`src/rtl/bonus_drop_ctrl.sv`:
```
`default_nettype none
// ---------------------------------------------------------------------------
// bonus_drop_ctrl : multi-slot spawner/mover for falling bonus items
// Revision: 1.0
// ---------------------------------------------------------------------------
module bonus_drop_ctrl #(
  parameter int NUM_SLOTS    = 3,
  parameter int TYPE_W       = 2,
  parameter int ITEM_WIDTH   = 24,
  parameter int ITEM_HEIGHT  = 24,
  parameter int SCREEN_W     = 640,
  parameter int FLOOR_Y      = 479,
  parameter int FALL_STEP    = 3,
  parameter int SPAWN_PERIOD = 24,
  parameter int LAND_FRAMES  = 60
) (
  input  logic                          clk,
  input  logic                          resetN,
  input  logic                          startOfFrame,
  input  logic                          tick,
  input  logic                          freeze,
  input  logic [10:0]                   rand_x,
  input  logic [TYPE_W-1:0]             rand_type,
  input  logic [NUM_SLOTS-1:0]          collect,
  output logic [NUM_SLOTS*11-1:0]       topLeftX,
  output logic [NUM_SLOTS*11-1:0]       topLeftY,
  output logic [NUM_SLOTS*TYPE_W-1:0]   item_type,
  output logic [NUM_SLOTS-1:0]          active,
  output logic                          collect_valid,
  output logic [TYPE_W-1:0]             collect_type
);

  localparam int          TMR_W  = $clog2(SPAWN_PERIOD + 1);
  localparam int          LAND_W = $clog2(LAND_FRAMES + 1);
  localparam logic [10:0] OFF    = 11'h7FF;
  localparam logic [10:0] X_MAX  = 11'(SCREEN_W - ITEM_WIDTH);
  localparam logic [10:0] Y_LAND = 11'(FLOOR_Y - ITEM_HEIGHT);

  typedef enum logic [1:0] {
    ST_IDLE   = 2'd0,
    ST_FALL   = 2'd1,
    ST_LANDED = 2'd2
  } slot_state_t;

  logic [NUM_SLOTS-1:0] idle_vec;
  logic [NUM_SLOTS-1:0] collected;
  logic [NUM_SLOTS-1:0] spawn_sel;
  logic                 spawn_go;
  logic                 found;
  logic [TMR_W-1:0]     timer_q, timer_d;
  logic                 collect_valid_q, collect_valid_d;
  logic [TYPE_W-1:0]    collect_type_q, collect_type_d;

  assign collected = collect & ~idle_vec;
  assign spawn_go  = (timer_q == TMR_W'(1)) && !freeze && (|idle_vec);

  // Lowest-index idle slot; a slot being collected this cycle is not idle yet.
  always_comb begin
    spawn_sel = '0;
    found     = 1'b0;
    for (int i = 0; i < NUM_SLOTS; i++) begin
      if (idle_vec[i] && !found) begin
        spawn_sel[i] = 1'b1;
        found        = 1'b1;
      end
    end
  end

  always_comb begin
    timer_d = timer_q;
    if (!freeze) begin
      if (timer_q == TMR_W'(1)) begin
        if (spawn_go) timer_d = TMR_W'(SPAWN_PERIOD);
      end else if (tick) begin
        timer_d = timer_q - TMR_W'(1);
      end
    end
  end

  always_comb begin
    collect_valid_d = |collected;
    collect_type_d  = collect_type_q;
    for (int i = NUM_SLOTS - 1; i >= 0; i--) begin
      if (collected[i]) collect_type_d = item_type[i*TYPE_W +: TYPE_W];
    end
  end

  always_ff @(posedge clk or negedge resetN) begin
    if (!resetN) begin
      timer_q         <= TMR_W'(SPAWN_PERIOD);
      collect_valid_q <= 1'b0;
      collect_type_q  <= '0;
    end else begin
      timer_q         <= timer_d;
      collect_valid_q <= collect_valid_d;
      collect_type_q  <= collect_type_d;
    end
  end

  assign collect_valid = collect_valid_q;
  assign collect_type  = collect_type_q;

  generate
    for (genvar g = 0; g < NUM_SLOTS; g++) begin : g_slot
      slot_state_t       state_q, state_d;
      logic [10:0]       x_q, x_d, y_q, y_d;
      logic [TYPE_W-1:0] type_q, type_d;
      logic [LAND_W-1:0] land_q, land_d;
      logic [11:0]       y_step;

      assign y_step = {1'b0, y_q} + 12'(FALL_STEP);

      always_comb begin
        state_d = state_q;
        x_d     = x_q;
        y_d     = y_q;
        type_d  = type_q;
        land_d  = land_q;
        if (collected[g]) begin
          state_d = ST_IDLE;
          x_d     = OFF;
          y_d     = OFF;
        end else if (spawn_go && spawn_sel[g]) begin
          state_d = ST_FALL;
          x_d     = (rand_x > X_MAX) ? X_MAX : rand_x;
          y_d     = 11'd0;
          type_d  = rand_type;
        end else if (startOfFrame && !freeze) begin
          case (state_q)
            ST_FALL: begin
              if (y_step >= {1'b0, Y_LAND}) begin
                y_d     = Y_LAND;
                state_d = ST_LANDED;
                land_d  = LAND_W'(LAND_FRAMES);
              end else begin
                y_d = y_step[10:0];
              end
            end
            ST_LANDED: begin
              land_d = land_q - LAND_W'(1);
              if (land_q <= LAND_W'(1)) begin
                state_d = ST_IDLE;
                x_d     = OFF;
                y_d     = OFF;
              end
            end
            default: ;
          endcase
        end
      end

      always_ff @(posedge clk or negedge resetN) begin
        if (!resetN) begin
          state_q <= ST_IDLE;
          x_q     <= OFF;
          y_q     <= OFF;
          type_q  <= '0;
          land_q  <= '0;
        end else begin
          state_q <= state_d;
          x_q     <= x_d;
          y_q     <= y_d;
          type_q  <= type_d;
          land_q  <= land_d;
        end
      end

      assign idle_vec[g]                   = (state_q == ST_IDLE);
      assign active[g]                     = (state_q != ST_IDLE);
      assign topLeftX[g*11 +: 11]          = x_q;
      assign topLeftY[g*11 +: 11]          = y_q;
      assign item_type[g*TYPE_W +: TYPE_W] = type_q;
    end
  endgenerate

endmodule
`default_nettype wire

```
`config.mk`:
```
export PLATFORM = sky130hd
export DESIGN_NAME = bonus_drop_ctrl
export DESIGN_NICKNAME = d
export VERILOG_FILES = /design/src/rtl/bonus_drop_ctrl.sv
export SDC_FILE = /design/constraint.sdc
export NUM_CORES = 1
export LEC_CHECK = 0
export CAP_MARGIN = 5
export CORE_UTILIZATION = 55
export DETAILED_ROUTE_END_ITERATION = 16
export DONT_BUFFER_PORTS = 1
export PLACE_DENSITY = 0.66
export SLEW_MARGIN = 20
export SYNTH_ARGS = -nofsm -noshare
export SYNTH_HDL_FRONTEND = slang
export SYNTH_SLANG_ARGS = --single-unit
export TNS_END_PERCENT = 50
```
`constraint.sdc`:
```
create_clock -name clk -period 3 [get_ports clk]
set_clock_uncertainty 0.2 [all_clocks]
set_input_delay 0.6 -clock clk [delete_from_list [all_inputs] [get_ports clk]]
set_output_delay 0.6 -clock clk [all_outputs]
set_load 0.1 [all_outputs]
```
==> impl_metrics.ini, run 1 <==
[cells_and_area]
layout-drive-gt1-share = 0.254
fillCellCount = 911
final_area_um2 = 6800
layout_common_cells = nor2_1 (81), nand2_1 (71), dfstp_2 (64), buf_4 (61), a21oi_1 (42)
layout.nets = 745
final_common_cell = nor2_1
area_growth_pct = 11.7
diodes = 0

[logic_synthesis]
synthTopCellsByArea = dfstp_2 (29%), dfrtp_1 (15%), nor2_1 (5.0%)
synth_flop_cell = dfstp_2
syn_area_um2 = 6090
yosys_register_bits = 104
yosysTopAreaCell = dfstp_2
synthDistinctLibCells = 82
synth.avg_cell_area_um2 = 9.16
yosys.area.top_type_share = 0.293
yosysWarningCount = 0
synth_cells = 665
ys_seq_area_frac = 0.441
synth_nets = 707
synth-edff-count = 0
async_flop_share = 1.00

[global_routing]
grt_pass1_wl_mm = 24.1
antenna_found_initial = 0
grt-ovfl-total = 0
grtUsageTotal = 0.265
grt_max_degree = 105
grt_pass1_vias = 4990

[place]
placed_cell_area_um2 = 6550
gp_congestion = 0.864
portBuffers = 0
hpwl_mm = 10.7
post-place-ws_ps = 107

[worst_setup_path]
cp.arrival_ps = 2950
start_kind = register
path_max_fanout = 12
reg2reg_slack_ps = 150
crit_required_ps = 3100
rr_endpoint = g_slot[0].y_q[6]
path_class = reg -> reg
r2r_start = g_slot[0].y_q[0]
rr_worst_depth = 9
crit_path_end_kind = register

[clocking]
cts.root.buffer_cell = clkbuf_8
htree_levels = 3
cts.path.max_buffers = 2
cts_sinks = 104
clk-insertion-delay-late_ps = 390
cts_tree = built
cts.clk_slew.worst_paths_ps = 130
cts_inserted_buffers = 9

[floorplan]
initial_utilization = 0.564
num_rows = 38
die_h_um = 107
coreArea_um2 = 10800
io_pins = 99
die_x_um = 107
dieArea_um2 = 11500

[hold_path]
hold_class = in -> async

[route]
dr.pass1.iters = 5
ant_nets = 0
via_per_inst = 6.11
drcViolationCount = 0
drt_iter0_drc = 366
num_vias = 5182
wl_per_cell_um = 17.4
wirelength_mm = 14.8

[sta]
fin_crit_ps = 2850
finalSetupViolCount = 0
fin_ws_ps = 150
worstMarginPinSlew_ps = 1040
fin_hold_ws_ps = -318
timing.fmax_ghz = 0.351
tns_ps = 0
finalCritPeriodShare = 0.950
slew_headroom = 0.304
hold_viol = 104
slew_viol_final = 0

[status]
run_status = finished with violations
violations = negative hold slack

[run]
max_cap_viol_count = 0
==> timing repair <==
| item | in CTS | in global routing |
|---|---|---|
| setup endpoints to repair | 0 | 20 |
| setup buffers | 0 | 0 |
| hold endpoints to repair | 104 | 104 |
| gates resized for setup | 0 | 6 |
==> Yosys cell counts (5+ instances only) <==
cell type / count
o21ai_1: 5
nor2_1: 81
nor3_1: 20
a22o_1: 5
nand2b_1: 6
nand2_1: 71
nor4_1: 5
a2bb2oi_1: 5
o22ai_1: 5
o211ai_1: 5
buf_4: 6
and4_1: 7
nor3_2: 7
nor3b_1: 11
nand4_1: 11
clkbuf_1: 13
a21oi_1: 42
ha_1: 21
buf_2: 8
nand3_1: 15
dfstp_2: 68
nand3b_1: 9
a22oi_1: 14
and3_1: 10
o22a_1: 8
o31ai_1: 9
inv_1: 35
o21ai_0: 34
and2_1: 7
dfrtp_1: 36
==> how the worst max path moves through the flow <==
stage                          start             endpoint  slack (ps)
finish              g_slot[0].y_q[0]     g_slot[0].y_q[6]         150
global route        g_slot[1].y_q[0]  g_slot[1].land_q[5]         -10
CTS                 g_slot[0].y_q[0]  g_slot[0].land_q[4]          40
detailed placement  g_slot[1].y_q[0]  g_slot[1].land_q[2]         110
global placement    g_slot[1].y_q[0]  g_slot[1].land_q[5]         170
floorplan           g_slot[2].y_q[4]  g_slot[2].land_q[5]          -8
==> stage by stage <==
stage	instances	util	hold slack (ps)
2_1_floorplan	665	-	104
3_3_place_gp	832	0.607	109
3_5_place_dp	832	0.607	108
4_1_cts	848	0.627	-333
5_1_grt	848	0.630	-349
6_report	848	0.630	-318
==> cells by family (layout without fill, tap and decap cells) <==
logic type | after synthesis | count (layout) | share of synthesized area
simple gates | 286 | 286 | 0.246
compound gates | 176 | 176 | 0.202
flops | 104 | 104 | 0.441
buf+inv | 69 | 112 | 0.0520
fa+ha+maj | 22 | 22 | 0.0448
xor+xnor | 4 | 4 | 0.00576
mux | 4 | 4 | 0.00719
==> worst max-delay path, cell delays in order (launching register included) <==
cell	delay, ps
dfstp_2	610
inv_1	60
ha_1	240
and2b_1	260
nor4bb_2	340
a211oi_1	120
o22a_4	270
buf_4	170
and3_1	190
a311oi_1	270
==> layer usage <==
layer,global-route usage,part of all wire,up-vias
met3,0.0772,0.069,24
met4,0.0783,0.016,0
met2,0.424,0.47,163
met1,0.347,0.44,2522
li1,-,-,2473
met5,0,0,-
==> flip-flops by register name (all words and copies together), names as in the netlist <==
name,flops
collect_type,2
collect_valid,1
g_slot.land_q,18
g_slot.state_q,6
g_slot.type_q,6
g_slot.x_q,33
g_slot.y_q,33
timer_q,5
==> final cells by class <==
| type | count | area (um2) | share of cell area |
|---|---|---|---|
| multi-input combinational | 492 | 3120 | 0.459 |
| sequential | 104 | 2700 | 0.397 |
| timing repair buffer | 61 | 458 | 0.0673 |
| tap | 140 | 175 | 0.0258 |
| inverter | 35 | 131 | 0.0193 |
| clock buffer | 9 | 124 | 0.0182 |
| clock inverter | 7 | 87.6 | 0.0129 |
Power of run 1 is not shown: default switching activity piles up to over one toggle a cycle in this logic, so the estimate is an artifact.
==> run 2: changes to the inputs <==
CTS_BUF_LIST = sky130_fd_sc_hd__clkbuf_4 sky130_fd_sc_hd__clkbuf_8   (was not set)
==> results of run 2 <==
No change in the layout: final DEF, timing and power equal those of run 1.
Power of run 2 is left out for the same reason.
